==> config.mk <==
export PLATFORM = sky130hd
export DESIGN_NAME = d2e_stage
export DESIGN_NICKNAME = d
export VERILOG_FILES = /design/src/rtl/mips_core_pkg.sv /design/src/rtl/d2e_entry.sv /design/src/rtl/d2e_stage.sv
export SDC_FILE = /design/constraint.sdc
export NUM_CORES = 1
export LEC_CHECK = 0
export CAP_MARGIN = 20
export CELL_PAD_IN_SITES_DETAIL_PLACEMENT = 0
export CELL_PAD_IN_SITES_GLOBAL_PLACEMENT = 1
export CORE_UTILIZATION = 35
export CTS_CLUSTER_SIZE = 20
export DETAILED_ROUTE_END_ITERATION = 10
export GPL_ROUTABILITY_DRIVEN = 0
export PLACE_DENSITY = 0.83
export RECOVER_POWER = 25
export SYNTH_ARGS = -nofsm -noshare
export SYNTH_HDL_FRONTEND = slang
export SYNTH_SLANG_ARGS = --single-unit
==> constraint.sdc <==
create_clock -name clk -period 10.4 [get_ports clk]
set_input_delay 2.6 -clock clk [delete_from_list [all_inputs] [get_ports clk]]
set_output_delay 2.6 -clock clk [all_outputs]
set_load 0.03 [all_outputs]
==> src/rtl/mips_core_pkg.sv <==
// Shared types for the MIPS core pipeline: decode-to-execute stage state
// encoding and the default layout of one D2E entry.
package mips_core_pkg;

    localparam int INSTRUCTION_ID_W = 20;
    localparam int D2E_DATA_W       = 32;
    localparam int D2E_CTL_W        = 24;

    typedef enum logic [1:0] {
        EMPTY = 2'd0,
        FULL  = 2'd1,
        SKID  = 2'd2
    } D2eState;

    // Default-width entry; the stage builds its own entry type from its
    // parameters with the same field order.
    typedef struct packed {
        logic [INSTRUCTION_ID_W-1:0] id;
        logic [D2E_DATA_W-1:0]       rs_data;
        logic [D2E_DATA_W-1:0]       rt_data;
        logic [D2E_CTL_W-1:0]        ctl;
    } D2eEntry;

endpackage

==> src/rtl/d2e_entry.sv <==
// One D2E entry register: load-enable, asynchronous reset to zero.
module d2e_entry
    import mips_core_pkg::*;
#(
    parameter type entry_t = D2eEntry
) (
    input  logic   clk,
    input  logic   rst,
    input  logic   i_ld,
    input  entry_t i_d,
    output entry_t o_q
);

    entry_t entry_d;
    entry_t entry_q;

    // Take new contents only when loaded, otherwise hold.
    always_comb begin
        entry_d = entry_q;
        if (i_ld) entry_d = i_d;
    end

    // Entry storage.
    always_ff @(posedge clk or posedge rst) begin
        if (rst) entry_q <= '0;
        else     entry_q <= entry_d;
    end

    assign o_q = entry_q;

endmodule

==> src/rtl/d2e_stage.sv <==
// Decode-to-execute pipeline stage with a one-entry skid register so that
// o_ready comes straight from the state flop. Handles load-use bubbles,
// misprediction flush and EX backpressure.
// Optional: define D2E_PERF_COUNTERS_EN to add bubble/stall counters.
module d2e_stage
    import mips_core_pkg::*;
#(
    parameter int DATA_W = 32,
    parameter int ID_W   = INSTRUCTION_ID_W,
    parameter int CTL_W  = 24
) (
    input  logic              clk,
    input  logic              rst,
    input  logic              i_valid,
    output logic              o_ready,
    input  logic [ID_W-1:0]   i_instruction_id,
    input  logic [DATA_W-1:0] i_rs_data,
    input  logic [DATA_W-1:0] i_rt_data,
    input  logic [CTL_W-1:0]  i_ctl,
    input  logic              i_lw_hazard,
    input  logic              i_flush,
    input  logic              i_ex_ready,
`ifdef D2E_PERF_COUNTERS_EN
    output logic [31:0]       o_bubble_cnt,
    output logic [31:0]       o_stall_cnt,
`endif
    output logic              o_valid,
    output logic [ID_W-1:0]   o_instruction_id,
    output logic [DATA_W-1:0] o_rs_data,
    output logic [DATA_W-1:0] o_rt_data,
    output logic [CTL_W-1:0]  o_ctl
);

    typedef struct packed {
        logic [ID_W-1:0]   id;
        logic [DATA_W-1:0] rs_data;
        logic [DATA_W-1:0] rt_data;
        logic [CTL_W-1:0]  ctl;
    } entry_t;

    D2eState state_d, state_q;
    logic    accept, xfer;
    logic    main_ld, skid_ld, main_from_skid;
    entry_t  in_entry, main_din, main_q, skid_q;

    assign o_ready = (state_q != SKID);
    assign o_valid = (state_q != EMPTY);
    assign accept  = i_valid & o_ready & ~i_lw_hazard & ~i_flush;
    assign xfer    = o_valid & i_ex_ready;

    assign in_entry = '{id: i_instruction_id, rs_data: i_rs_data,
                        rt_data: i_rt_data, ctl: i_ctl};
    assign main_din = main_from_skid ? skid_q : in_entry;

    // Next state and register load enables; flush overrides everything.
    always_comb begin
        state_d        = state_q;
        main_ld        = 1'b0;
        skid_ld        = 1'b0;
        main_from_skid = 1'b0;
        case (state_q)
            EMPTY: begin
                if (accept) begin
                    state_d = FULL;
                    main_ld = 1'b1;
                end
            end
            FULL: begin
                if (accept && xfer) begin
                    main_ld = 1'b1;
                end else if (accept) begin
                    state_d = SKID;
                    skid_ld = 1'b1;
                end else if (xfer) begin
                    state_d = EMPTY;
                end
            end
            SKID: begin
                // o_ready is low here, so only the skid entry can move up.
                if (xfer) begin
                    state_d        = FULL;
                    main_ld        = 1'b1;
                    main_from_skid = 1'b1;
                end
            end
            default: state_d = EMPTY;
        endcase
        // Data may be left stale on flush; only the state matters.
        if (i_flush) state_d = EMPTY;
    end

    // State register.
    always_ff @(posedge clk or posedge rst) begin
        if (rst) state_q <= EMPTY;
        else     state_q <= state_d;
    end

    d2e_entry #(.entry_t(entry_t)) u_main (
        .clk  (clk),
        .rst  (rst),
        .i_ld (main_ld),
        .i_d  (main_din),
        .o_q  (main_q)
    );

    d2e_entry #(.entry_t(entry_t)) u_skid (
        .clk  (clk),
        .rst  (rst),
        .i_ld (skid_ld),
        .i_d  (in_entry),
        .o_q  (skid_q)
    );

    assign o_instruction_id = main_q.id;
    assign o_rs_data        = main_q.rs_data;
    assign o_rt_data        = main_q.rt_data;
    assign o_ctl            = main_q.ctl;

`ifdef D2E_PERF_COUNTERS_EN
    logic [31:0] bubble_cnt_d, bubble_cnt_q;
    logic [31:0] stall_cnt_d, stall_cnt_q;

    // Saturating event counters for hazard bubbles and EX stalls.
    always_comb begin
        bubble_cnt_d = bubble_cnt_q;
        stall_cnt_d  = stall_cnt_q;
        if (i_valid && i_lw_hazard && !i_flush && bubble_cnt_q != '1)
            bubble_cnt_d = bubble_cnt_q + 32'd1;
        if (o_valid && !i_ex_ready && stall_cnt_q != '1)
            stall_cnt_d = stall_cnt_q + 32'd1;
    end

    // Counter registers.
    always_ff @(posedge clk or posedge rst) begin
        if (rst) begin
            bubble_cnt_q <= '0;
            stall_cnt_q  <= '0;
        end else begin
            bubble_cnt_q <= bubble_cnt_d;
            stall_cnt_q  <= stall_cnt_d;
        end
    end

    assign o_bubble_cnt = bubble_cnt_q;
    assign o_stall_cnt  = stall_cnt_q;
`endif

endmodule

== Word-level counts from Yosys, hierarchy flattened ==
Index checks and enable logic that the tools add are counted.
Widths: inputs -> output; s select.
Word-level totals
  register bits: 218
  bits of input ports: 114
  logic and storage cells: 41
Cells by class
  equality and inequality tests: 7
  muxes and demuxes: 15
  bitwise gates (word level): 6
  reduce and logical (&&, ||, !) cells: 4
Operator list (number)
  $mux 108: 1
  $mux 2: 6
  $ne 3x3->1 const B: 3
  $mux 1: 6
  $pmux 2 s3: 1
  $and 1x1->1: 4
  $ne 4x4->1 const B: 1
  $reduce_and 4->1: 1
  $pmux 1 s3: 1
  $eq 2x1->1 const B: 1
  $eq 2x2->1 const B: 1
  $logic_not 2->1: 1
  $ne 2x2->1 const B: 1
  $not 1->1: 2
  $reduce_bool 2->1: 1
  $logic_and 1x1->1: 1

== Depth between registers and ports, before layout ==
Gate-level depths: netlist (run 1).
  depth after elaboration: 8
  gate-level depth with buffers: 8
  gate-level depth less buffers: 4

== Modules after synthesis ==
Synthesis (run 1) repeated with hierarchy kept, for this count alone.
Second synthesis, totals
  cells, all modules: 596
  area total of the unflattened synthesis: 9638.0 µm²
By module, submodules not included
  d2e_entry: instances 2, cells each 229, area each 4082.7 µm², seq. area each 2702.6 µm²
  d2e_stage: instances 1, cells each 138, area each 1472.7 µm², seq. area each 50.0 µm²

== Worst setup path after synthesis (run 1) ==
Ideal clock, no wire load.
  path type: input port to flip-flop
  start: input i_flush
  end: register u_skid.entry_q (netlist bit u_skid.o_q[24])
  library setup time: 0.127 ns
  data arrival time: 3.719 ns
  required time: 10.273 ns
  setup slack: 6.554 ns
  stages: 6
  path buffers: 3
  cell sequence: nor4b_2 nand2b_1 buf_2 buf_6 buf_6 mux2_1
Between the ends
  longest elaborated chain between the ends: 5
  elaborated cells between the ends (all ways): 6
  classes of those cells: 3 x mux; 2 x bitwise; 1 x reduce/logical
Ends and longest elaborated chain
  start: declaration: RTL line d2e_stage.sv:21  | input logic i_flush,
  $not 1->1 *: RTL line d2e_stage.sv:48  | assign accept = i_valid & o_ready & ~i_lw_hazard & ~i_flush;
  $and 1x1->1 *: RTL line d2e_stage.sv:48
  $mux 1 / $logic_and 1x1->1 (equally long branches): RTL line d2e_stage.sv:71, d2e_stage.sv:69
  $mux 1 *: RTL line d2e_stage.sv:69  | if (accept && xfer) begin
  $mux 1 *: RTL line d2e_stage.sv:61  | case (state_q)
  end signal: assignment: RTL line d2e_entry.sv:26  | else entry_q <= entry_d;
  end: declaration: RTL line d2e_entry.sv:15  | entry_t entry_q;
Every way passes the cells marked *; elsewhere a longest branch is shown, timed or not.
A chain may end at the register's enable or synchronous reset.

== Worst setup path after layout (run 1) ==
  start: input i_ex_ready
  end: register u_main.entry_q (netlist bit u_main.o_q[13])
Between the ends
  longest elaborated chain between the ends: 4
  elaborated cells between the ends (all ways): 7
  classes of those cells: 5 x mux; 1 x bitwise; 1 x reduce/logical
Ends and longest elaborated chain
  start: declaration: RTL line d2e_stage.sv:22  | input logic i_ex_ready,
  $and 1x1->1 *: RTL line d2e_stage.sv:49  | assign xfer = o_valid & i_ex_ready;
  $logic_and 1x1->1 / $mux 1 (equally long branches): RTL line d2e_stage.sv:69, d2e_stage.sv:80
  $mux 1, on equally long branches: RTL line d2e_stage.sv:69, d2e_stage.sv:61
  $pmux 1 s3 / $mux 108 (equally long branches): RTL line d2e_stage.sv:61, d2e_stage.sv:53
  end signal: assignment: RTL line d2e_entry.sv:26
  end: declaration: RTL line d2e_entry.sv:15
Marked as above.

==> reports/metrics.csv, run 1 <==
metric,value,unit
nets,1034,
cts_buffers,24,
synth_fa_ha_area_frac,0,
grt_max_degree,139,
met1_length,9.50,mm
synth_area,9060,µm²
cts_max_path_buffers,3,
n_antenna_cell,0,
yosysWarningCount,0,
area_delta_synth_final,36.6,%
clock_sinks,218,
p_sw,741,µW
synthXorXnorAreaFrac,0,
synth_cell_types,20,
vias,5923,
port_buffers,223,
firstDrtPassIters,4,
max_freq,195,MHz
place_inst,1223,
hold_depth,2,
rsz0062_at_grt,false,
vias_per_cell,4.68,
pwr-share-comb,0.233,
placed_area,11500,µm²
setup_viol_count_final,0,
finalSetupTns,0,ns
synth_top_family_by_area,multiplexers,
synthMuxAreaShare,0.255,
ctsHoldBuffers,0,
wl_per_cell,15.9,µm
drc,0,
layoutNonFillerInstCount,1266,
drv_cap,0,
post-route-min-period,5.13,ns
clock-root-buffer,clkbuf_16,
grt_pass1_wl,32.1,mm
met3WireLength,1.48,mm
grt_pass1_vias,6030,
slew-limit-headroom,0.292,
hold_end,u_main.o_q[69],
die-area,26500,µm²
startpoint_type,primary input,
synth_top_cell_area_share,0.602,
cp_max_fo,114,
first_iter_violations,316,
status,"finished, final reports clean",
drtAntennaViolNets,0,
vdd_drop_max,0.0997,mV
period_share,0.493,
seq_area_frac_synth,0.602,
ys_ff_latch,218,
worstSkewPairLatency,0.50,ns
wl_met2,8.84,mm
yosys.area.top_type,dfrtp_1,
synth_area_per_cell,12.7,µm²
timing.rr.end,u_main.o_q[13],
skew,0.00786,ns
routed_wl,20.1,mm
antenna_found_initial,0,
power_density,210,nW/µm²
power.internal,1860,µW
p_sw_frac,0.285,
htree_levels,1,
row_count,58,
nFillCells,2263,
synth-simple-area-share,0.0511,
synth_compound_area_frac,0.0633,
finalInstanceArea,12400,µm²
place_hpwl,12.5,mm
leakage,0.00627,µW
clk_pin_slew_worst_paths,0.06,ns
synthesis.nets,825,
synth_cells,711,
worstHoldPathType,register to register,
ios,224,
drv_slew,0,
timing_worst_slew_pin_value,1.06,ns
utilization,0.490,
cts_resized,0,
end_kind,register,
hold_slack,0.476,ns
finalHoldViolations,0,
required,10.74,ns
p_seq_frac,0.427,
die_y,163,µm
cts_tree,yes,
start_util,0.359,
fp.dieW,163,µm
grt.overflow.total,0,
rrSetupSlack,7.51,ns
register_area,5460,µm²
ys_top_cells_by_area,"dfrtp_1 (60%), mux2_2 (12%), mux2i_1 (12%)",
path_class,primary input to register,
grt_util_all_layers,0.152,
top_layer,met4,
core-area,25300,µm²
drive_above_1_share,0.157,
cts_setup_buffers,0,
p_clk_frac,0.340,
multiInputGateArea,3360,µm²
crit_arrival,5.47,ns
r2r_start,state_q[1],
hold_start,u_main.o_q[69],
rr_worst_depth,5,
worst max-delay path: stages:
cell and delay (ns):
dlygate4sd3_1 0.58, nand3b_1 0.10, buf_4 0.75, a21boi_4 0.30, buf_4 0.78, o21ai_0 0.24
per-stage QoR:
step,total power (µW),setup slack [ns]
after floorplan,1450,1.84
after global placement,1720,4.90
after detailed placement,1740,4.82
after CTS,2640,5.35
after global routing,2730,5.03
final,2600,5.27
how the worst max path moves through the flow:
stage / from / to / slack [ns] / cells after the start
floorplan: rst / state_q[0] / 1.84 / 1
global placement: i_ex_ready / u_main.o_q[14] / 4.90 / 6
detailed placement: i_ex_ready / u_main.o_q[33] / 4.82 / 6
CTS: i_ex_ready / u_main.o_q[40] / 5.35 / 6
global route: i_ex_ready / u_main.o_q[23] / 5.03 / 6
finish: i_ex_ready / u_main.o_q[13] / 5.27 / 6
metal layers:
layer,vias to the layer above,global-route usage
li1,2890,-
met1,2855,0.211
met2,152,0.234
met3,26,0.0433
met4,0,0.0319
met5,-,0
logic make-up after synthesis:
logic type / Yosys count
DFF: 218
and+or+nand+nor: 116
muxes: 217
buffers and inverters: 48
AOI/OAI and AO/OA: 112
placed cells by master, fill, tap and decap left out, types with 2 or more instances in the layout:
cell and instances:
dlygate4sd3_1 2, bufinv_16 3, nand2_1 108, mux2_1 9, clkbuf_8 6, buf_4 6, mux2_2 100, mux2i_1 108
clkbuf_16 25, dfrtp_1 218, clkdlybuf4s50_1 221, nand2b_1 3, o21ai_1 4, o21ai_0 105, clkbuf_1 7
Yosys cell counts (all sizes together):
cell / number
a21boi: 1
o21ai: 109
nand2: 108
o31ai: 1
mux2: 109
a2bb2oi: 1
nor2: 1
inv: 1
mux2i: 108
nor4b: 1
clkbuf: 12
nand3b: 1
nand2b: 4
or2: 1
dfrtp: 218
buf: 35
sequential cells by signal, summed over array words and instances (netlist names):
name,cells
u_main.o_q,108
u_skid.o_q,108
state_q,2
area by class of cell:
type,instances,share of cell area
Tap cell,330,0.0334
Clock buffer,38,0.0594
Multi-Input combinational cell,445,0.272
Clock inverter,4,0.00769
Inverter,1,0.000910
Timing Repair Buffer,230,0.186
Sequential cell,218,0.441
power by group through the flow:
stage | Sequential (µW) | Clock, µW | Combinational, µW
final | 1110 | 885 | 606
after global placement | 1120 | 0 | 601
after detailed placement | 1120 | 0 | 613
after floorplan | 1280 | 0 | 172
after CTS | 1110 | 914 | 614
after global routing | 1130 | 950 | 652
Power figures use the tool's default switching activity.
==> run 2, diff against run 1 <==
==> constraint.sdc (replaced) <==
create_clock -name clk -period 4.8 [get_ports clk]
set_input_delay 1.2 -clock clk [delete_from_list [all_inputs] [get_ports clk]]
set_output_delay 1.2 -clock clk [all_outputs]
set_load 0.03 [all_outputs]
==> reports/metrics.csv, run 2 (synthesis results as in run 1) <==
metric,value,unit
layout_commonest_cell,clkdlybuf4s50_1,
startpoint_type,primary input,
firstDrtPassIters,4,
grt_pass1_vias,6378,
max_freq,296,MHz
drc,0,
core-area,25300,µm²
period_share,0.704,
leakage,0.00625,µW
first_iter_violations,271,
worstSkewPairLatency,0.50,ns
cts_setup_buffers,0,
cp_max_fo,90,
slew-limit-headroom,-0.490,
nets,1033,
ctsHoldBuffers,0,
start_util,0.359,
nFillCells,2310,
vias,6008,
finalHoldViolations,0,
die_y,163,µm
ios,224,
required,4.96,ns
violations,"max-capacitance violations, max-slew violations",
grt.overflow.total,0,
cts_tree,yes,
finalInstanceArea,12300,µm²
area_delta_synth_final,36.0,%
placed_area,11600,µm²
end_kind,async pin,
grt_util_all_layers,0.154,
status,"finished, violations left",
rrSetupSlack,2.28,ns
crit_arrival,3.54,ns
rsz0062_at_grt,false,
n_antenna_cell,0,
finalSetupTns,0,ns
drive_above_1_share,0.157,
place_hpwl,12.6,mm
cts_max_path_buffers,3,
htree_levels,1,
drv_cap,2,
cts_buffers,24,
post-route-min-period,3.38,ns
timing_worst_slew_pin_value,2.24,ns
mostFrequentLayoutCells,"clkdlybuf4s50_1 (222), dfrtp_1 (218), mux2i_1 (108), nand2_1 (108), o21ai_0 (105)",
clk_pin_slew_worst_paths,0.06,ns
grt_max_degree,217,
clock-root-buffer,clkbuf_16,
path_class,primary input to async pin,
fp.dieW,163,µm
port_buffers,223,
row_count,58,
routed_wl,20.0,mm
vdd_drop_max,0.227,mV
cts_resized,0,
vias_per_cell,4.74,
worstHoldPathType,register to register,
setup_viol_count_final,0,
drv_slew,172,
skew,0.00571,ns
die-area,26500,µm²
power_density,446,nW/µm²
clock_sinks,218,
antenna_found_initial,1,
wl_per_cell,15.8,µm
drtAntennaViolNets,0,
grt_pass1_wl,32.8,mm
-- run 2: changes by cell type in the layout (fill, tap and decap cells not counted) --
cell and change:
inv_8 -1, buf_4 -5, clkdlybuf4s50_1 +1, dlygate4sd3_1 -1, bufinv_16 -3, buf_12 +3, clkbuf_8 +1, clkinv_2 +3
clkbuf_2 +2, buf_16 -1, clkbuf_1 +1, clkinvlp_2 +1
-- run 2: power breakdown --
group	internal [µW]	switching [µW]
clock	1060	716
combinational	617	693
sequential	2210	198
-- run 2: worst paths after layout --
path	to	start	cells past startpoint
max in group clk	u_skid.o_q[16]	i_flush	5
min	u_main.o_q[22]	u_main.o_q[22]	2
max reg2reg	u_skid.o_q[16]	state_q[1]	4
min in group asynchronous	u_main.o_q[9]	rst	3
min reg2reg	u_main.o_q[22]	u_main.o_q[22]	2
max	u_main.o_q[94]	rst	3
-- run 2: per-layer routing --
layer  wire [µm]  share of wire  up-vias  global-route usage
li1            -              -     2888                   -
met3        1440          0.072       40              0.0418
met5           8        0.00040        -                   0
met1        8950           0.45     2923               0.205
met2        9160           0.46      155               0.248
met4         405          0.020        2              0.0391
-- run 2: final cells by class --
type / instances / area (µm²) / area share
Tap cell: 330 / 413 / 0.0335
Multi-Input combinational cell: 445 / 3360 / 0.273
Clock buffer: 40 / 752 / 0.0611
Timing Repair Buffer: 229 / 2310 / 0.188
Clock inverter: 4 / 20.0 / 0.00163
Inverter: 1 / 5.00 / 0.000406
Sequential cell: 218 / 5460 / 0.443
-- run 2: through the flow --
| stage | instances | hold slack [ns] | util | worst slack (ns) | power [µW] |
|---|---|---|---|---|---|
| after CTS | 1267 | 0.483 | 0.489 | 1.51 | 5580 |
| after detailed placement | 1223 | 0.469 | 0.458 | 0.977 | 3770 |
| after global placement | 1223 | 0.461 | 0.458 | 1.05 | 3730 |
| final | 1267 | 0.477 | 0.488 | 1.42 | 5500 |
| after global routing | 1267 | 0.506 | 0.488 | 0.936 | 5790 |
| after floorplan | 711 | 0.464 | - | 0.760 | 3150 |
-- run 2: critical path: stages --
cell           delay (ns)
dlygate4sd3_1        0.57
clkinvlp_2           0.11
clkbuf_2             1.55
==> RTL change, RTL diff (config.mk and constraints of run 2) <==
Change the package constant `INSTRUCTION_ID_W` from 20 to 30.
--- a/src/rtl/mips_core_pkg.sv
+++ b/src/rtl/mips_core_pkg.sv
@@ -2,7 +2,7 @@
 // encoding and the default layout of one D2E entry.
 package mips_core_pkg;
 
-    localparam int INSTRUCTION_ID_W = 20;
+    localparam int INSTRUCTION_ID_W = 30;
     localparam int D2E_DATA_W       = 32;
     localparam int D2E_CTL_W        = 24;
 
Interface: changed (resized i_instruction_id and o_instruction_id); port bits go from 224 to 244. No check against the original RTL was run, so the function may have changed too.
==> RTL change against run 2 <==
- the run still ends with capacitance limit, slew limit left
- die area rose by 9.6%
- design area rose by 9.5%
- count of clock-buffer cells in the layout rose by 1
- synthesized area rose by 9.7%
- hold slack got worse by 2.7 ps
- first-iteration DRC count rose by 44%
- critical path depth did not move
- setup slack improved by 140 ps
- routed wire length rose by 9.7%
- register-to-register slack improved by 440 ps
- power rose by 10%
- sequential cell count rose by 20
- maximum frequency rose by 4.4%
- critical endpoint is now u_main.o_q[71]$_DFFE_PP0P_
==> RTL change: results (changes against run 2) <==
Pwr:
- The standby leakage power is 6.830 nW (+9.2%).
- The maximum VDD drop is 0.2559 mV (+13%).
- The sequential group power is 2.62 mW (+8.7%).
- The combinational power share is 0.240 (+0.002).

Worst setup path:
- The worst setup slack for register-to-register paths was 2720 ps (+440 ps).
- The data arrival time of the critical path is 3590 ps (+50 ps).
- In this run the critical register-to-register path is captured at u_main.o_q[36]$_DFFE_PP0P_.
- The maximum fanout count along the critical path is 28 (-69%).
- The largest stage delay on the critical path was 1200 ps (-350 ps).

Yosys:
- After synthesis, the cell types taking the most area are sky130_fd_sc_hd__dfrtp_1 60%, sky130_fd_sc_hd__mux2_2 13%, sky130_fd_sc_hd__mux2i_1 12%.
- The portion of netlist area occupied by mux cells came to 0.2538 (-0.001126).
- The synthesized area divided by synthesized cell count is 12.80 um2 (+0.51%).
- The compound-gate portion of the synthesized area is 0.06234 (-0.0009346).
- The part of the Yosys area used for sequential elements is 0.5995 (-0.002880).

Place:
- The worst slack at placement is 1429 ps (+451.6 ps).
- The count of port buffers added during placement is 243 (+9.0%).

GRT:
- The wire length of the first global-routing pass is 35000 um (+6.6%).
- The number of global-route vias before repair is 6628 (+3.9%).
- The number of antenna violations at the first check in global routing came to 0 (-1).
- The fraction of met1 tracks used by global routing came to 0.1895 (-0.01502).
- The global-route track usage on met2 is 0.2464 (-0.001146).

Cells and area:
- The number of fill cells is 2537 (+9.8%).
- The ratio of cells with drive above 1 in the final layout is 0.1675 (+0.01060).
- The number of ordinary and repair buffers in the finished layout is 251 (+9.6%).
- The number of cells in the finished layout apart from fillers was 1399 (+10%).
- The number of clock buffer instances in the layout came to 41 (+2.5%).
- The non-clock buffer area fraction after layout is 0.1880 (+0.0004697).
- The multi-input gate count came to 485 (+9.0%).
- The register fraction of the total cell area is 0.4416 (-0.001440).
- The number of nets in the final layout is 1128 (+9.2%).

Flow run:
- The number of maximum-capacitance constraint violations is 1 (-1).

Status:
- The final reports fail on capacitance limit, slew limit.
- The flow ran to the end, but the final reports show violations.

Detailed routing:
- The routed length on met2 came to 10110 um (+10%).
- The violation count after the first detailed-route iteration is 389 (+44%).
- The detailed-routing wirelength on met1 is 9313 um (+4.0%).
- The vias after detailed routing is 6528 (+8.7%).
- After detailed routing, no signal wire sits above met4.

STA:
- The number of slew-limit violations in the final report is 29 (-83%).

Worst hold path:
- The worst hold path terminates at u_main.o_q[65]$_DFFE_PP0P_.
- In this run the most critical hold path is launched from u_main.o_q[65]$_DFFE_PP0P_.

Clock network:
- The clock latency of the later-clocked register in the worst-skew pair is 520 ps (+20 ps).
RTL change: changes by cell type in the layout (fill, tap and decap cells not counted), sizes merged:
cell | run 2 | this run
nand2 | 108 | 118
dlygate4sd3 | 1 | 2
buf | 4 | 6
mux2 | 109 | 119
mux2i | 108 | 118
clkdlybuf4s50 | 222 | 241
dfrtp | 218 | 238
o21ai | 109 | 119
bufinv | 0 | 1
clkbuf | 42 | 43
RTL change: worst max-delay path by stage:
stage | from | endpoint | slack [ps] | cells past startpoint
6_report | rst | u_main.o_q[71]$_DFFE_PP0P_ | 1560 | 3
5_1_grt | rst | u_main.o_q[71]$_DFFE_PP0P_ | 1190 | 3
4_1_cts | state_q[1]$_DFFE_PP0P_ | o_valid | 1700 | 2
3_5_place_dp | i_ex_ready | u_skid.o_q[18]$_DFFE_PP0P_ | 1430 | 5
3_3_place_gp | i_ex_ready | u_skid.o_q[90]$_DFFE_PP0P_ | 1450 | 5
2_1_floorplan | rst | state_q[0]$_DFFE_PP0P_ | 480 | 1
